--- src/rtl/wb_arbiter.sv ---
// wb_arbiter: writeback arbiter downstream of the commit stage.
// Four commit streams (ALU, LD, CSR, FPU = channel 0..3) compete for one
// registered, stallable writeback port. Entries without a register
// destination are consumed immediately and never reach the output.
//
// Handshake (every valid/ready pair in this block): a transfer happens in a
// cycle where valid && ready at the rising clock edge. A producer holds valid
// and all fields stable until that transfer; ready may depend on valid
// combinationally but valid never depends on ready.
module wb_arbiter #(
    parameter int NUM_THREADS = 4,
    parameter int NUM_WARPS   = 4,
    parameter int NR_BITS     = 6,
    parameter int CORE_ID     = 0,
    localparam int NW_BITS    = (NUM_WARPS > 1) ? $clog2(NUM_WARPS) : 1,
    localparam int DW         = NUM_THREADS * 32
) (
    input  logic                   clk,
    input  logic                   reset,

    input  logic                   alu_valid,
    output logic                   alu_ready,
    input  logic [NW_BITS-1:0]     alu_wid,
    input  logic [31:0]            alu_PC,
    input  logic [NUM_THREADS-1:0] alu_tmask,
    input  logic                   alu_wb,
    input  logic [NR_BITS-1:0]     alu_rd,
    input  logic [DW-1:0]          alu_data,

    input  logic                   ld_valid,
    output logic                   ld_ready,
    input  logic [NW_BITS-1:0]     ld_wid,
    input  logic [31:0]            ld_PC,
    input  logic [NUM_THREADS-1:0] ld_tmask,
    input  logic                   ld_wb,
    input  logic [NR_BITS-1:0]     ld_rd,
    input  logic [DW-1:0]          ld_data,

    input  logic                   csr_valid,
    output logic                   csr_ready,
    input  logic [NW_BITS-1:0]     csr_wid,
    input  logic [31:0]            csr_PC,
    input  logic [NUM_THREADS-1:0] csr_tmask,
    input  logic                   csr_wb,
    input  logic [NR_BITS-1:0]     csr_rd,
    input  logic [DW-1:0]          csr_data,

    input  logic                   fpu_valid,
    output logic                   fpu_ready,
    input  logic [NW_BITS-1:0]     fpu_wid,
    input  logic [31:0]            fpu_PC,
    input  logic [NUM_THREADS-1:0] fpu_tmask,
    input  logic                   fpu_wb,
    input  logic [NR_BITS-1:0]     fpu_rd,
    input  logic [DW-1:0]          fpu_data,

    output logic                   wb_valid,
    input  logic                   wb_ready,
    output logic [NW_BITS-1:0]     wb_wid,
    output logic [31:0]            wb_PC,
    output logic [NUM_THREADS-1:0] wb_tmask,
    output logic [NR_BITS-1:0]     wb_rd,
    output logic [DW-1:0]          wb_data,
    output logic [1:0]             wb_src
);

    // Channel-indexed views of the four input bundles.
    logic [3:0]             ch_valid;
    logic [3:0]             ch_wb;
    logic [NW_BITS-1:0]     ch_wid   [4];
    logic [31:0]            ch_pc    [4];
    logic [NUM_THREADS-1:0] ch_tmask [4];
    logic [NR_BITS-1:0]     ch_rd    [4];
    logic [DW-1:0]          ch_data  [4];
    logic [3:0]             ch_ready;

    assign ch_valid = {fpu_valid, csr_valid, ld_valid, alu_valid};
    assign ch_wb    = {fpu_wb, csr_wb, ld_wb, alu_wb};
    assign ch_wid   = '{alu_wid, ld_wid, csr_wid, fpu_wid};
    assign ch_pc    = '{alu_PC, ld_PC, csr_PC, fpu_PC};
    assign ch_tmask = '{alu_tmask, ld_tmask, csr_tmask, fpu_tmask};
    assign ch_rd    = '{alu_rd, ld_rd, csr_rd, fpu_rd};
    assign ch_data  = '{alu_data, ld_data, csr_data, fpu_data};

    assign alu_ready = ch_ready[0];
    assign ld_ready  = ch_ready[1];
    assign csr_ready = ch_ready[2];
    assign fpu_ready = ch_ready[3];

    // Output register and round-robin pointer (rr_q = highest-priority channel).
    logic                   valid_q, valid_d;
    logic [NW_BITS-1:0]     wid_q, wid_d;
    logic [31:0]            pc_q, pc_d;
    logic [NUM_THREADS-1:0] tmask_q, tmask_d;
    logic [NR_BITS-1:0]     rd_q, rd_d;
    logic [DW-1:0]          data_q, data_d;
    logic [1:0]             src_q, src_d;
    logic [1:0]             rr_q, rr_d;

    logic [3:0] req;
    logic       out_free;
    logic       grant_valid;
    logic [1:0] grant_idx;
    logic [1:0] scan_idx;

    assign req      = ch_valid & ch_wb;
    assign out_free = !valid_q || wb_ready;

    // Pick the first requester at or after rr_q; scanning from the far end
    // down lets the closest channel overwrite any later candidate.
    always_comb begin
        grant_valid = 1'b0;
        grant_idx   = 2'd0;
        scan_idx    = 2'd0;
        for (int i = 3; i >= 0; i--) begin
            scan_idx = rr_q + 2'(i);
            if (req[scan_idx]) begin
                grant_valid = 1'b1;
                grant_idx   = scan_idx;
            end
        end
    end

    // Non-writing entries drain unconditionally; writing entries only on grant.
    always_comb begin
        ch_ready = 4'b0000;
        for (int c = 0; c < 4; c++) begin
            ch_ready[c] = !reset && ch_valid[c] &&
                          (!ch_wb[c] || (out_free && grant_valid && (grant_idx == 2'(c))));
        end
    end

    // Next-state of the output register: load on grant, drop valid when idle.
    always_comb begin
        valid_d = valid_q;
        wid_d   = wid_q;
        pc_d    = pc_q;
        tmask_d = tmask_q;
        rd_d    = rd_q;
        data_d  = data_q;
        src_d   = src_q;
        rr_d    = rr_q;
        if (out_free) begin
            if (grant_valid) begin
                valid_d = 1'b1;
                wid_d   = ch_wid[grant_idx];
                pc_d    = ch_pc[grant_idx];
                tmask_d = ch_tmask[grant_idx];
                rd_d    = ch_rd[grant_idx];
                data_d  = ch_data[grant_idx];
                src_d   = grant_idx;
                rr_d    = grant_idx + 2'd1;
            end else begin
                valid_d = 1'b0;
            end
        end
    end

    // State update; reset discards any held entry and restores ALU priority.
    always_ff @(posedge clk) begin
        if (reset) begin
            valid_q <= 1'b0;
            wid_q   <= '0;
            pc_q    <= '0;
            tmask_q <= '0;
            rd_q    <= '0;
            data_q  <= '0;
            src_q   <= 2'd0;
            rr_q    <= 2'd0;
        end else begin
            valid_q <= valid_d;
            wid_q   <= wid_d;
            pc_q    <= pc_d;
            tmask_q <= tmask_d;
            rd_q    <= rd_d;
            data_q  <= data_d;
            src_q   <= src_d;
            rr_q    <= rr_d;
        end
    end

    assign wb_valid = valid_q;
    assign wb_wid   = wid_q;
    assign wb_PC    = pc_q;
    assign wb_tmask = tmask_q;
    assign wb_rd    = rd_q;
    assign wb_data  = data_q;
    assign wb_src   = src_q;

    // A stalled writeback entry must not change under the register file.
    a_stall_hold : assert property (@(posedge clk) disable iff (reset)
        (valid_q && !wb_ready) |=> (valid_q && $stable(rd_q) && $stable(src_q) && $stable(data_q)))
        else $error("wb_arbiter core %0d: stalled entry changed", CORE_ID);

endmodule

--- config.mk ---
export PLATFORM = sky130hd
export DESIGN_NAME = wb_arbiter
export DESIGN_NICKNAME = d
export VERILOG_FILES = /design/src/rtl/wb_arbiter.sv
export SDC_FILE = /design/constraint.sdc
export NUM_CORES = 1
export LEC_CHECK = 0
export ABC_CLOCK_PERIOD_IN_PS = 4050
export BUFFER_PORTS_ARGS = -buffer_cell sky130_fd_sc_hd__buf_2
export CAP_MARGIN = 20
export CORE_AREA = 2 2 340 342
export DETAILED_ROUTE_END_ITERATION = 16
export DIE_AREA = 0 0 342 344
export HOLD_SLACK_MARGIN = 0.06
export PLACE_DENSITY = 0.3
export SLEW_MARGIN = 10
export SYNTH_ARGS = -nofsm -noshare
export SYNTH_HDL_FRONTEND = slang
export SYNTH_SLANG_ARGS = --single-unit
--- constraint.sdc ---
create_clock -name clk -period 4.05 [get_ports clk]
set_clock_uncertainty 0.15 [all_clocks]
set_input_delay 1.215 -clock clk [delete_from_list [all_inputs] [get_ports clk]]
set_output_delay 1.215 -clock clk [all_outputs]
set_load 0.05 [all_outputs]
Yosys cells after proc, flatten, opt, wreduce, memory -nomap -nowiden
Cells that the tools add are included.
W data, S select, Z words.
{ "word_totals": {"elab_cells": 80, "n_memories": 0, "in_bits": 699, "latchBits": 0, "regBits": 177, "mem_bits_ro": 0, "ramBits": 0} }
{ "classes": {"multipliers": 0, "order_cmp": 5, "n_bitwise": 2, "addsub": 4, "muxes": 32, "div_mod_pow": 0, "eq_ne": 3, "reduce_logical": 26, "shift": 0} }
{ "ops": {"columns": ["operator", "n"], "rows": [
  ["$bmux W128 S2", 1],
  ["$mux W128", 2],
  ["$bmux W32 S2", 1],
  ["$mux W32", 2],
  ["$logic_and A1 B1 Y1", 13],
  ["$bmux W6 S2", 1],
  ["$lt A2 B3 Y1 const B", 4],
  ["$mux W2", 6],
  ["$mux W6", 2],
  ["$mux W1", 9],
  ["$bmux W1 S2", 4],
  ["$bmux W4 S2", 1],
  ["$mux W4", 2],
  ["$logic_not A1 Y1", 6],
  ["$logic_or A1 B1 Y1", 5],
  ["$add A2 B1 Y2 const B", 2],
  ["$add A2 B2 Y2 const B", 2],
  ["$and A4 B4 Y4", 1],
  ["$bmux W2 S2", 1],
  ["$eq A2 B2 Y1 const B", 2],
  ["$ge A3 B3 Y1 const B", 1],
  ["$not A2 Y3", 1],
  ["$eq A2 B1 Y1 const B", 1],
  ["$logic_not A2 Y1", 1],
  ["$reduce_and A2 Y1", 1]
]} }

Longest topological paths before layout
{ "logic_depth": {"ltp_word": 11, "ltp_mapped": 8} }

Least setup slack after synthesis
Ideal clock, no wire load.
{ "synth_timing": {"kind": "input port to output port", "start": "in ld_valid", "end": "out fpu_ready", "t_required_ns": 2.685, "stages": 7, "path_buffers": 2, "t_arrival_ns": 2.965, "path_slack_ns": -0.280, "cell_sequence": "a22o_1 o2111ai_1 nand2_2 buf_4 buf_6 nand3_1 a21oi_1"} }
{ "synth_between": {"elab_chain_cells": 11, "elab_cells_between_ends": 22} }
{ "synth_rtl": {"columns": ["item", "line_no", "text"], "rows": [
  ["start: declaration", "30", "input logic ld_valid,"],
  ["$and A4 B4 Y4 (*)", "106", "assign req = ch_valid & ch_wb;"],
  ["$bmux W1 S2", "117", "if (req[scan_idx]) begin"],
  ["$mux W1 (implied by the code)", "117", null],
  ["$mux W2 or $mux W1 (tied branches) (4 in a row)", "117", null],
  ["$eq A2 B2 Y1 or $logic_and A1 B1 Y1 (tied branches)", "129", "(!ch_wb[c] || (out_free && grant_valid && (grant_idx == 2'(c))));"],
  ["$logic_and A1 B1 Y1 (*)", "129", null],
  ["$logic_or A1 B1 Y1 (*)", "129", null],
  ["$logic_and A1 B1 Y1 (*)", "128", "ch_ready[c] = !reset && ch_valid[c] &&"],
  ["end: declaration", "49", "output logic fpu_ready,"]
]} }
Every way passes the cells marked *; elsewhere a longest branch is shown, timed or not. The select of a mux whose other input is x is not followed.

Worst setup path after layout
{ "layout_timing": {"start": "in fpu_valid", "end": "out csr_ready"} }
{ "layout_between": {"elab_chain_cells": 11, "elab_cells_between_ends": 22} }
{ "layout_rtl": {"columns": ["item", "line_no", "text"], "rows": [
  ["start: declaration", "48", "input logic fpu_valid,"],
  ["$and A4 B4 Y4 (*)", "106", null],
  ["$bmux W1 S2", "117", null],
  ["$mux W1 (implied by the code)", "117", null],
  ["$mux W2 or $mux W1 (tied branches) (4 in a row)", "117", null],
  ["$eq A2 B2 Y1 or $logic_and A1 B1 Y1 (tied branches)", "129", null],
  ["$logic_and A1 B1 Y1 (*)", "129", null],
  ["$logic_or A1 B1 Y1 (*)", "129", null],
  ["$logic_and A1 B1 Y1 (*)", "128", null],
  ["end: declaration", "40", "output logic csr_ready,"]
]} }
Marked as above.

==> results_dict.tcl <==
set metrics [dict create \
    status "complete, no violations" \
    critPathCaptureType "primary output" \
    setup_slack_ns 0.105 \
    crit_family "buffers and inverters" \
    finalSetupTns_ns 0 \
    p_sw_w 0.00322 \
    antenna_found_initial 19 \
    drtPass1Iterations 4 \
    setup_violations 0 \
    yosys_warnings 0 \
    crit_top_cell "buf_2" \
    drive_gt1_share_pct 55.9 \
    hp-class "reg2reg" \
    syn_avg_cell_area_um2 10.3 \
    power_density_nw_per_um2 415 \
    period_minus_slack_ns 3.94 \
    ys.flop_type "dfxtp_1" \
    hpwlAfterDp_mm 57.8 \
    crit_arrival_ns 2.58 \
    rows 124 \
    slowest_stage "o2111ai_2" \
    port_buffers 877 \
    top_layer "met5" \
    routed_wl_mm 68.5 \
    hold_path_end "wb_src[1]$_SDFFE_PP0P_" \
    slew_headroom_pct 36.8 \
    wl_met3_mm 4.61 \
    power_leakage_nw 7.75 \
    cts_num_sinks 177 \
    swShare_pct 44.6 \
    clock_path_buffers 2 \
    max-cap-violations 0 \
    nets 2553 \
    cts_max_level 4 \
    hold_violations 0 \
    ys_ff_latch 177 \
    r2r_end "wb_rd[5]$_SDFFE_PP0P_" \
    rrSetupSlack_ns 1.17 \
    die_area_um2 118000 \
    grt_pass1_vias 12476 \
    core_area_um2 114000 \
    startpoint_type "input port" \
    clk_latency_ns 0.49 \
    fp.dieH_um 344 \
    vias 11572 \
    grt_overflow 0 \
    async_flop_share_pct 0 \
    r2r_cells 8 \
    via_per_inst 3.42 \
    holdBufCountCts 0 \
    grt_pass1_wl_mm 91.4 \
    fp.dieW_um 342 \
    fin_util_pct 15.3 \
    p_seq_share_pct 29.9 \
    post-route-period-util_pct 97.4 \
    cts.reportedPaths.clkPinSlew_ns 0.07 \
    ir_drop_mv 0.349 \
    synth_edf_count 0 \
    seq_area_frac_synth_pct 33.9 \
    track_usage_pct 11.1 \
    dr_wl_met2_mm 35.6 \
    drt_drc_violations_left 0 \
    gp_congestion 0.825 \
    cts_inserted_buffers 17 \
    synthToLayoutAreaGrowth_pct 66.5 \
    cts_root_buf "clkbuf_16" \
    post_cts_buffers 0 \
    synth_area_um2 10400 \
    start_util_pct 9.17 \
    synth_nets 1709 \
    yosysUniqueCellTypes 35 \
    pre_cts_ws_ns -0.0916 \
    cp_max_fo 4 \
    io_pins 878 \
    min_from "wb_src[1]$_SDFFE_PP0P_" \
    max_freq_ghz 0.254 \
    path_cells "buf_2, and2_1, o2111ai_2, buf_4, nand4_1, a21oi_2, buf_2" \
    wl_met1_mm 27.3 \
    drtIter0Drc 305 \
    required_ns 2.68 \
    r2r_start "rr_q[0]$_SDFFE_PP0P_" \
    worstMarginPinSlew_ns 0.947 \
    p_int_w 0.00400 \
    p_comb_share_pct 45.2 \
    cts_tree "done" \
    wl_per_cell_um 20.3 \
    postRouteAntennaNets 0 \
    final-max-slew-violation-count 0 \
    crit_buf_inv 3 \
    grt_start_max_net_pins 114 \
    clockPowerShare_pct 25.0 \
    rsz0062_at_grt "no" \
    hold_depth 2 \
    synthCells 1010 \
    critical_path_class "in2out" \
    slowest_delay_ns 0.35 \
]
per-stage QoR:
| step | hold slack [ns] | cells | cell area (µm²) | power, W |
|---|---|---|---|---|
| finish | 0.303 | 3383 | 17400 | 0.00721 |
| global route | 0.328 | 3379 | 17400 | 0.00761 |
| CTS | 0.306 | 3378 | 17400 | 0.00744 |
| detailed placement | 0.294 | 3347 | 16800 | 0.00554 |
| global placement | 0.296 | 3347 | 16800 | 0.00552 |
| floorplan | 0.359 | 1010 | 10500 | 0.00423 |
placed cells by master, fill, tap and decap left out, types with 3 or more instances in the layout:
cell / instances
mux2i_1: 343
o221ai_2: 80
buf_4: 30
diode_2: 5
clkinv_4: 3
nand3b_1: 3
o2111ai_2: 3
nand2_1: 183
o221ai_1: 91
buf_12: 14
inv_6: 3
dfxtp_1: 177
a21oi_2: 3
buf_2: 876
a21oi_1: 4
clkinvlp_4: 3
clkbuf_16: 17
area by class of cell:
| cell class | count | area [µm²] |
|---|---|---|
| repair buffers | 920 | 4890 |
| diodes | 5 | 12.5 |
| clock inverters | 13 | 151 |
| fillers | 13041 | 96500 |
| inverters | 2 | 7.51 |
| clock buffers | 18 | 439 |
| multi-input cells | 736 | 6450 |
| well taps | 1512 | 1890 |
| flip-flops and latches | 177 | 3540 |
worst register-to-register path, stage by stage, from the launching register on:
cell and delay, ns:
dfxtp_1 0.38, nand3b_1 0.17, o2111ai_2 0.23, nand2_8 0.14, buf_4 0.13, buf_12 0.27
buf_12 0.45, mux2i_1 0.65, o221ai_1 0.18
per-layer routing:
metal,vias up,global-route usage (%)
met5,-,0
met4,12,2.51
met3,60,3.24
met2,494,20.3
met1,5411,12.6
li1,5595,-
power by group through the flow:
stage          combinational [W]  sequential [W]  clock, W
3_3_place_gp             0.00333         0.00219         0
3_5_place_dp             0.00334         0.00220         0
4_1_cts                  0.00335         0.00216   0.00193
5_1_grt                  0.00346         0.00219   0.00197
6_report                 0.00326         0.00216   0.00180
2_1_floorplan            0.00116         0.00307         0
what timing repair did:
item | in CTS | in global routing
resized for setup | 1 | 1
hold endpoints to repair | 0 | 0
endpoints found under the setup margin | 2 | 3
state kept, by name, summed over array words and instances, names as in the netlist:
| name | flops |
|---|---|
| wb_valid | 1 |
| wb_src | 2 |
| wb_wid | 2 |
| wb_PC | 32 |
| wb_data | 128 |
| rr_q | 2 |
| wb_rd | 6 |
| wb_tmask | 4 |
cell usage after synthesis, types with 2 or more instances:
| cell type | instances | area, µm² |
|---|---|---|
| buf_2 | 47 | 235 |
| nand3_1 | 2 | 10.0 |
| o221ai_2 | 80 | 1200 |
| o21ai_0 | 2 | 10.0 |
| a21oi_1 | 7 | 35.0 |
| nand2_1 | 183 | 687 |
| nor2_1 | 2 | 7.51 |
| buf_1 | 6 | 22.5 |
| o221ai_1 | 91 | 797 |
| nand3b_1 | 3 | 22.5 |
| dfxtp_1 | 177 | 3540 |
| o2111ai_1 | 3 | 26.3 |
| a22o_1 | 2 | 17.5 |
| and3_1 | 2 | 12.5 |
| mux2i_1 | 343 | 3430 |
| buf_6 | 10 | 113 |
| clkbuf_1 | 31 | 116 |
| and2_1 | 2 | 12.5 |
worst max-delay path by stage:
stage | start | to | slack [ns] | cells after the start
global route | fpu_valid | fpu_ready | 0.05 | 8
finish | fpu_valid | csr_ready | 0.11 | 7
CTS | ld_valid | csr_ready | 0.00006 | 7
detailed placement | fpu_wb | wb_rd[5]$_SDFFE_PP0P_ | -0.09 | 9
floorplan | ld_valid | fpu_ready | 0.007 | 7
global placement | fpu_wb | wb_rd[5]$_SDFFE_PP0P_ | -0.08 | 9
kinds of logic after synthesis:
kind of cell / Yosys count / share of synthesized area (%)
multiplexers: 343 / 32.9
AO/OA/AOI/OAI: 192 / 20.7
AND/OR/NAND/NOR: 200 / 7.62
XOR/XNOR: 1 / 0.0839
flip-flops: 177 / 33.9
buffers and inverters: 97 / 4.80
Power figures use the tool's default switching activity.
